<file path="config.mk">
export PLATFORM = sky130hd
export DESIGN_NAME = thermometer_bubble_filter
export DESIGN_NICKNAME = d
export VERILOG_FILES = /design/src/rtl/therm_pkg.sv /design/src/rtl/thermometer_bubble_vote.sv /design/src/rtl/thermometer_bubble_filter.sv
export SDC_FILE = /design/constraint.sdc
export NUM_CORES = 1
export LEC_CHECK = 0
export CORE_ASPECT_RATIO = 2
export CORE_MARGIN = 2
export CORE_UTILIZATION = 40
export DETAILED_ROUTE_END_ITERATION = 8
export SLEW_MARGIN = 20
export SYNTH_ARGS = -nofsm -noshare
export SYNTH_HDL_FRONTEND = slang
export SYNTH_SLANG_ARGS = --single-unit
</file>
<file path="constraint.sdc">
create_clock -name clk -period 3.1 [get_ports clk]
set_input_delay 0.775 -clock clk [delete_from_list [all_inputs] [get_ports clk]]
set_output_delay 0.775 -clock clk [all_outputs]
set_load 0.05 [all_outputs]
</file>
<file path="src/rtl/therm_pkg.sv">
`default_nettype none
// ============================================================================
// Package     : therm_pkg
// Description : Shared constants and helpers for the thermometer-code
//               cleanup path (encoder -> bubble filter -> decoder).
//               K_DEF     - default binary width of the decoded code
//               W_DEF     - default thermometer word width (2**K_DEF-1)
//               CNT_W_DEF - default error counter width
//               is_thermometer() - legality check for a thermometer word
// Revision    : 1.0 - initial release
// ============================================================================
package therm_pkg;

    localparam int K_DEF     = 5;
    localparam int W_DEF     = 2**K_DEF - 1;
    localparam int CNT_W_DEF = 8;

    // Widest thermometer word the helper below can judge. Callers
    // zero-extend narrower words into this width.
    localparam int MAX_W     = 64;

    // A legal thermometer word is a contiguous run of ones starting at bit 0
    // (including all-zero and all-ones). Such a word plus one is a single
    // power of two, so it shares no set bit with the original. The input is
    // zero-extended, so the carry out of an all-ones W-bit word lands in a
    // bit that is zero in the word itself and all-ones stays legal.
    function automatic logic is_thermometer(input logic [MAX_W-1:0] word);
        logic [MAX_W-1:0] w_next;
        w_next = word + MAX_W'(1);
        return ((word & w_next) == '0);
    endfunction

endpackage : therm_pkg
`default_nettype wire

</file>
<file path="src/rtl/thermometer_bubble_vote.sv">
`default_nettype none
// ============================================================================
// Module      : thermometer_bubble_vote
// Description : Combinational single-bit bubble corrector. Every output bit
//               is the 3-input majority of itself and its two neighbours.
//               Below bit 0 the code is taken as 1 and above bit W-1 as 0,
//               which is what a thermometer word looks like beyond its ends.
// Ports       : raw       [W-1:0] in  - word to correct
//               corrected [W-1:0] out - majority-voted word
//               bubble            out - corrected differs from raw
// Revision    : 1.0 - initial release
// ============================================================================
module thermometer_bubble_vote #(
    parameter int W = 31
) (
    input  logic [W-1:0] raw,
    output logic [W-1:0] corrected,
    output logic         bubble
);

    // raw padded with the implied boundary bits: w_ext[0] is level -1,
    // w_ext[W+1] is level W.
    logic [W+1:0] w_ext;

    assign w_ext = {1'b0, raw, 1'b1};

    for (genvar i = 0; i < W; i++) begin : g_bit
        logic w_lo;
        logic w_mid;
        logic w_hi;

        assign w_lo  = w_ext[i];
        assign w_mid = w_ext[i+1];
        assign w_hi  = w_ext[i+2];

        assign corrected[i] = (w_lo & w_mid) | (w_mid & w_hi) | (w_lo & w_hi);
    end

    assign bubble = (corrected != raw);

endmodule : thermometer_bubble_vote
`default_nettype wire

</file>
<file path="src/rtl/thermometer_bubble_filter.sv">
`default_nettype none
// ============================================================================
// Module      : thermometer_bubble_filter
// Description : Two-stage valid/ready pipeline that removes single-bit
//               bubbles from a thermometer word, flags words that are still
//               illegal after correction and keeps a saturating count of
//               delivered words that carried either flag.
//               S1 holds the raw word; S2 holds the corrected word and its
//               flags and drives every out_* port directly.
// Ports       : clk, rst_n                 - clock, async active-low reset
//               in_valid/in_ready/in_therm  - upstream handshake and word
//               out_valid/out_ready         - downstream handshake
//               out_therm                   - corrected word
//               out_bubble                  - correction changed a bit
//               out_invalid                 - corrected word still illegal
//               err_clr                     - synchronous counter clear
//               err_count                   - saturating error counter
// Revision    : 1.0 - initial release
// ============================================================================
module thermometer_bubble_filter
    import therm_pkg::*;
#(
    parameter int K     = K_DEF,
    parameter int W     = 2**K - 1,
    parameter int CNT_W = CNT_W_DEF
) (
    input  logic             clk,
    input  logic             rst_n,

    input  logic             in_valid,
    output logic             in_ready,
    input  logic [W-1:0]     in_therm,

    output logic             out_valid,
    input  logic             out_ready,
    output logic [W-1:0]     out_therm,
    output logic             out_bubble,
    output logic             out_invalid,

    input  logic             err_clr,
    output logic [CNT_W-1:0] err_count
);

    localparam logic [CNT_W-1:0] C_CNT_MAX = {CNT_W{1'b1}};

    // ------------------------------------------------------------------
    // State
    // ------------------------------------------------------------------
    logic             r_s1_valid;
    logic [W-1:0]     r_s1_therm;
    logic             r_s2_valid;
    logic [W-1:0]     r_s2_therm;
    logic             r_s2_bubble;
    logic             r_s2_invalid;
    logic [CNT_W-1:0] r_err_count;

    // ------------------------------------------------------------------
    // Correction on S1 contents
    // ------------------------------------------------------------------
    logic [W-1:0]     w_corr;
    logic             w_bubble;
    logic             w_invalid;

    thermometer_bubble_vote #(
        .W (W)
    ) u_vote (
        .raw       (r_s1_therm),
        .corrected (w_corr),
        .bubble    (w_bubble)
    );

    assign w_invalid = !is_thermometer(MAX_W'(w_corr));

    // ------------------------------------------------------------------
    // Handshake
    // ------------------------------------------------------------------
    // S2 takes a new word when S1 has one and S2 is either empty or being
    // emptied this cycle. in_ready follows out_ready combinationally; there
    // is no skid buffer, so a full pipe stalls upstream in the same cycle.
    logic w_s2_load;
    logic w_accept;
    logic w_deliver;
    logic w_err_event;

    assign w_s2_load   = r_s1_valid && (!r_s2_valid || out_ready);
    assign in_ready    = !r_s1_valid || w_s2_load;
    assign w_accept    = in_valid && in_ready;
    assign w_deliver   = r_s2_valid && out_ready;
    assign w_err_event = w_deliver && (r_s2_bubble || r_s2_invalid);

    // ------------------------------------------------------------------
    // Stage 1: raw word
    // ------------------------------------------------------------------
    always_ff @(posedge clk or negedge rst_n) begin
        if (!rst_n) begin
            r_s1_valid <= 1'b0;
            r_s1_therm <= '0;
        end else if (in_ready) begin
            r_s1_valid <= in_valid;
            if (w_accept) begin
                r_s1_therm <= in_therm;
            end
        end
    end

    // ------------------------------------------------------------------
    // Stage 2: corrected word and flags
    // ------------------------------------------------------------------
    always_ff @(posedge clk or negedge rst_n) begin
        if (!rst_n) begin
            r_s2_valid   <= 1'b0;
            r_s2_therm   <= '0;
            r_s2_bubble  <= 1'b0;
            r_s2_invalid <= 1'b0;
        end else if (w_s2_load) begin
            r_s2_valid   <= 1'b1;
            r_s2_therm   <= w_corr;
            r_s2_bubble  <= w_bubble;
            r_s2_invalid <= w_invalid;
        end else if (out_ready) begin
            r_s2_valid   <= 1'b0;
        end
    end

    // ------------------------------------------------------------------
    // Saturating error counter; clear has priority over increment
    // ------------------------------------------------------------------
    always_ff @(posedge clk or negedge rst_n) begin
        if (!rst_n) begin
            r_err_count <= '0;
        end else if (err_clr) begin
            r_err_count <= '0;
        end else if (w_err_event && (r_err_count != C_CNT_MAX)) begin
            r_err_count <= r_err_count + CNT_W'(1);
        end
    end

    assign out_valid   = r_s2_valid;
    assign out_therm   = r_s2_therm;
    assign out_bubble  = r_s2_bubble;
    assign out_invalid = r_s2_invalid;
    assign err_count   = r_err_count;

endmodule : thermometer_bubble_filter
`default_nettype wire

</file>
==> impl_results.md <==
- Run status: complete, no violations
- Layer with the highest usage: met2
- DRC viols: 0
- Post-synthesis sequential area ratio: 0.406
- CP peak stage delay: roughly 0.66 ns
- Hold WC Path Type: register to register
- Buffers plus inverters on the worst setup path: 0
- Final hold viol count: 0
- Commonest non-fill, non-tap cells in the layout: clkdlybuf4s50_1 (76), dfrtp_1 (74), nand2_1 (61)
- Overall routing resource usage: 0.217
- Vias: approximately 4100
- Syn Area/Cell: just under 9 um2
- Global routing usage on met1: 0.239
- Vias/cell: 5.80
- Dpl ws: a little over 0.4 ns
- Tightest Pin Transition: roughly 0.94 ns
- Initial antenna violation count: 0
- Gr ovfl total: 0
- Mapped Area: 4560 um2
- DR iter-0 viols: between 300 and 400
- Main area contributors after synthesis: dfrtp_1 (41%), mux2_2 (9.6%), nand2_1 (5.0%), o21ai_0 (4.8%), a21oi_1 (4.7%)
- Die ar.: between 10000 and 15000 um2
- Ports: 79
- H-tree Lvls: 3
- Dominant cell type by area after synthesis: dfrtp_1
- Pwr dens: around 700 nW/um2
- Critical path, cell by cell: nand2_1 -> o221ai_4 -> o211ai_1 -> a21o_1 -> a22o_1 -> nor3_1 -> a31oi_1
- Synthesis warning total: 0
- Fmax: ~400 MHz
- Pre-antenna DRT Iters: 5
- Count of cell types in the netlist: 58
- RSZ-0062 raised after global routing: no
- Num CTS Buffers: 9
- Startpoint class of the critical path: register
- Worst path slowest cell: dfrtp_1
- Worst setup margin: a little over 0.6 ns
- Final RePlAce weighted congestion: ~0.90
- Clk_lat worst skew: 0.34 ns
- Top cell type's share of synthesized area: 0.406
- Largest net degree at the start of global routing: 75
- Endpoints failing setup: 0
- Post-layout min period: around 2.5 ns
- Die Wd: approximately 80 um
- Core footprint: between 10000 and 15000 um2
- Syn_nets: roughly 560
- Number of max-cap violations: 0
- # resized after CTS: 0
- Hold buffer count at cts: 0
- Cell family with most CP delay: compound AO/OA/AOI/OAI gates
- Met3 usage in global routing: 0.0307
- Crit end category: register
- Ys async rst share: 1.00
- Slew Viols, Final: 0
- Final TNS setup: 0 ns
- Post-route cell area: between 5000 and 6000 um2
- Max-slew headroom: 0.371
- Clock slew at reported path FFs: about 0.060 ns
- # clock sinks: 74
- FP Rows: 55
- WL/cell: between 15 and 20 um
- EDFF count, synth: 0
- Vias in the first global route: 3952
- CP Data Arrival Time: between 2 and 3 ns
- Syn Inst Count: roughly 520
- Post-route ant nets: 0
- Port bufs: slightly below 80
- Global-route wire length before repair: 20.7 mm
- Worst Skew: roughly 0.0083 ns
- Area Overhead vs Synth: 24.0%
- Placed Area: about 5400 um2
- Most common cell after layout, fill and taps aside: clkdlybuf4s50_1
- Setup bufs post-CTS: 0
- Primary FF master, synth: dfrtp_1
- Post-layout net count: 602
- Worst-path maximum fanout: 17
- Die H: roughly 150 um
- Number of synthesized register bits: 74
- Total power: 3930 uW
- HPWL after DPL: roughly 9 mm
- Final Cycle Share: 0.803
- M2 GR Usage: 0.397
- Setup CP Type: register to register
- Peak VDD IR: around 0.00032 V
- CP required: between 3 and 4 ns
- Leakage power: 0.00226 uW
- Clock Path Buffers: 2
- Layout cell share with drive strength beyond 1: 0.120
- CTS tree: yes
- Initial core utilization: 0.406
- Routed wire length: ~13 mm
- Root buf cell: clkbuf_16
- Inserted Diodes: 0
## stage by stage
step | hold slack, ns | instances | utilization
6_report | 0.471 | 711 | 0.504
3_3_place_gp | 0.457 | 696 | 0.478
5_1_grt | 0.503 | 711 | 0.504
4_1_cts | 0.477 | 711 | 0.504
2_1_floorplan | 0.471 | 519 | -
3_5_place_dp | 0.464 | 696 | 0.478
## flip-flops by register name, indices dropped and copies added, names as in the netlist
register / cells
out_therm: 31
r_s1_valid: 1
out_bubble: 1
out_invalid: 1
err_count: 8
out_valid: 1
r_s1_therm: 31
## cells by family after synthesis
family          share of synthesized area
mux                                0.0964
fa+ha+maj                          0.0225
compound gates                      0.235
xor+xnor                           0.0115
flops                               0.406
buf+inv                            0.0618
simple gates                        0.166
## path summary, 6_finish.rpt
check	cells past startpoint	endpoint	slack, ns	startpoint
setup / recovery	7	out_invalid	0.61	r_s1_therm[4]
hold / removal	2	out_therm[6]	0.47	out_therm[6]
setup reg to reg	7	out_invalid	0.61	r_s1_therm[4]
hold reg to reg	2	out_therm[6]	0.47	out_therm[6]
max in group asynchronous	1	r_s1_therm[30]	1.91	rst_n
min in group asynchronous	1	r_s1_therm[11]	0.58	rst_n
## power by group
part	internal, uW	switching (uW)
clock	617	400
combinational	578	897
sequential	1140	295
## per-layer routing
layer	wire [um]	vias to the layer above	share of wire
li1	-	1977	-
met4	448	0	0.035
met3	456	26	0.036
met1	4720	1998	0.37
met2	7160	123	0.56
met5	0	-	0
## worst min-delay path, stage by stage, from the launching register on
cell     delay [ns]
dfrtp_1        0.34
nand2_1        0.05
nand2_1        0.05
## area by class of cell
| class | count | area, um2 |
|---|---|---|
| sequential | 74 | 1850 |
| clock buffer | 10 | 229 |
| clock inverter | 5 | 56.3 |
| fill | 1051 | 5570 |
| timing repair buffer | 84 | 846 |
| tap | 142 | 178 |
| inverter | 18 | 67.6 |
| multi-input combinational | 378 | 2420 |
## synth_stat cells (2+ instances only)
cell	instances
nand3_1	10
buf_2	15
or3_1	2
a211o_1	2
a21o_1	6
nand3b_1	3
o211ai_1	10
and3b_1	2
a221oi_1	2
nand2_1	61
nand2b_1	10
a22oi_1	4
mux2_2	39
nor4_1	3
nor2_1	30
o31ai_1	7
inv_1	18
nand4_1	15
buf_1	5
o22ai_1	5
or2_2	3
maj3_1	9
xor2_1	5
a211oi_1	5
a311oi_1	2
clkbuf_1	26
a2111oi_0	3
and3_1	3
nor3_1	5
buf_4	2
a31oi_1	7
nor2b_1	2
a21oi_1	43
a32oi_1	3
o21a_1	2
o21ai_0	44
o2111ai_1	3
and2_1	6
o221ai_1	5
dfrtp_1	74
Note: power is estimated with default switching activity, not from simulation.
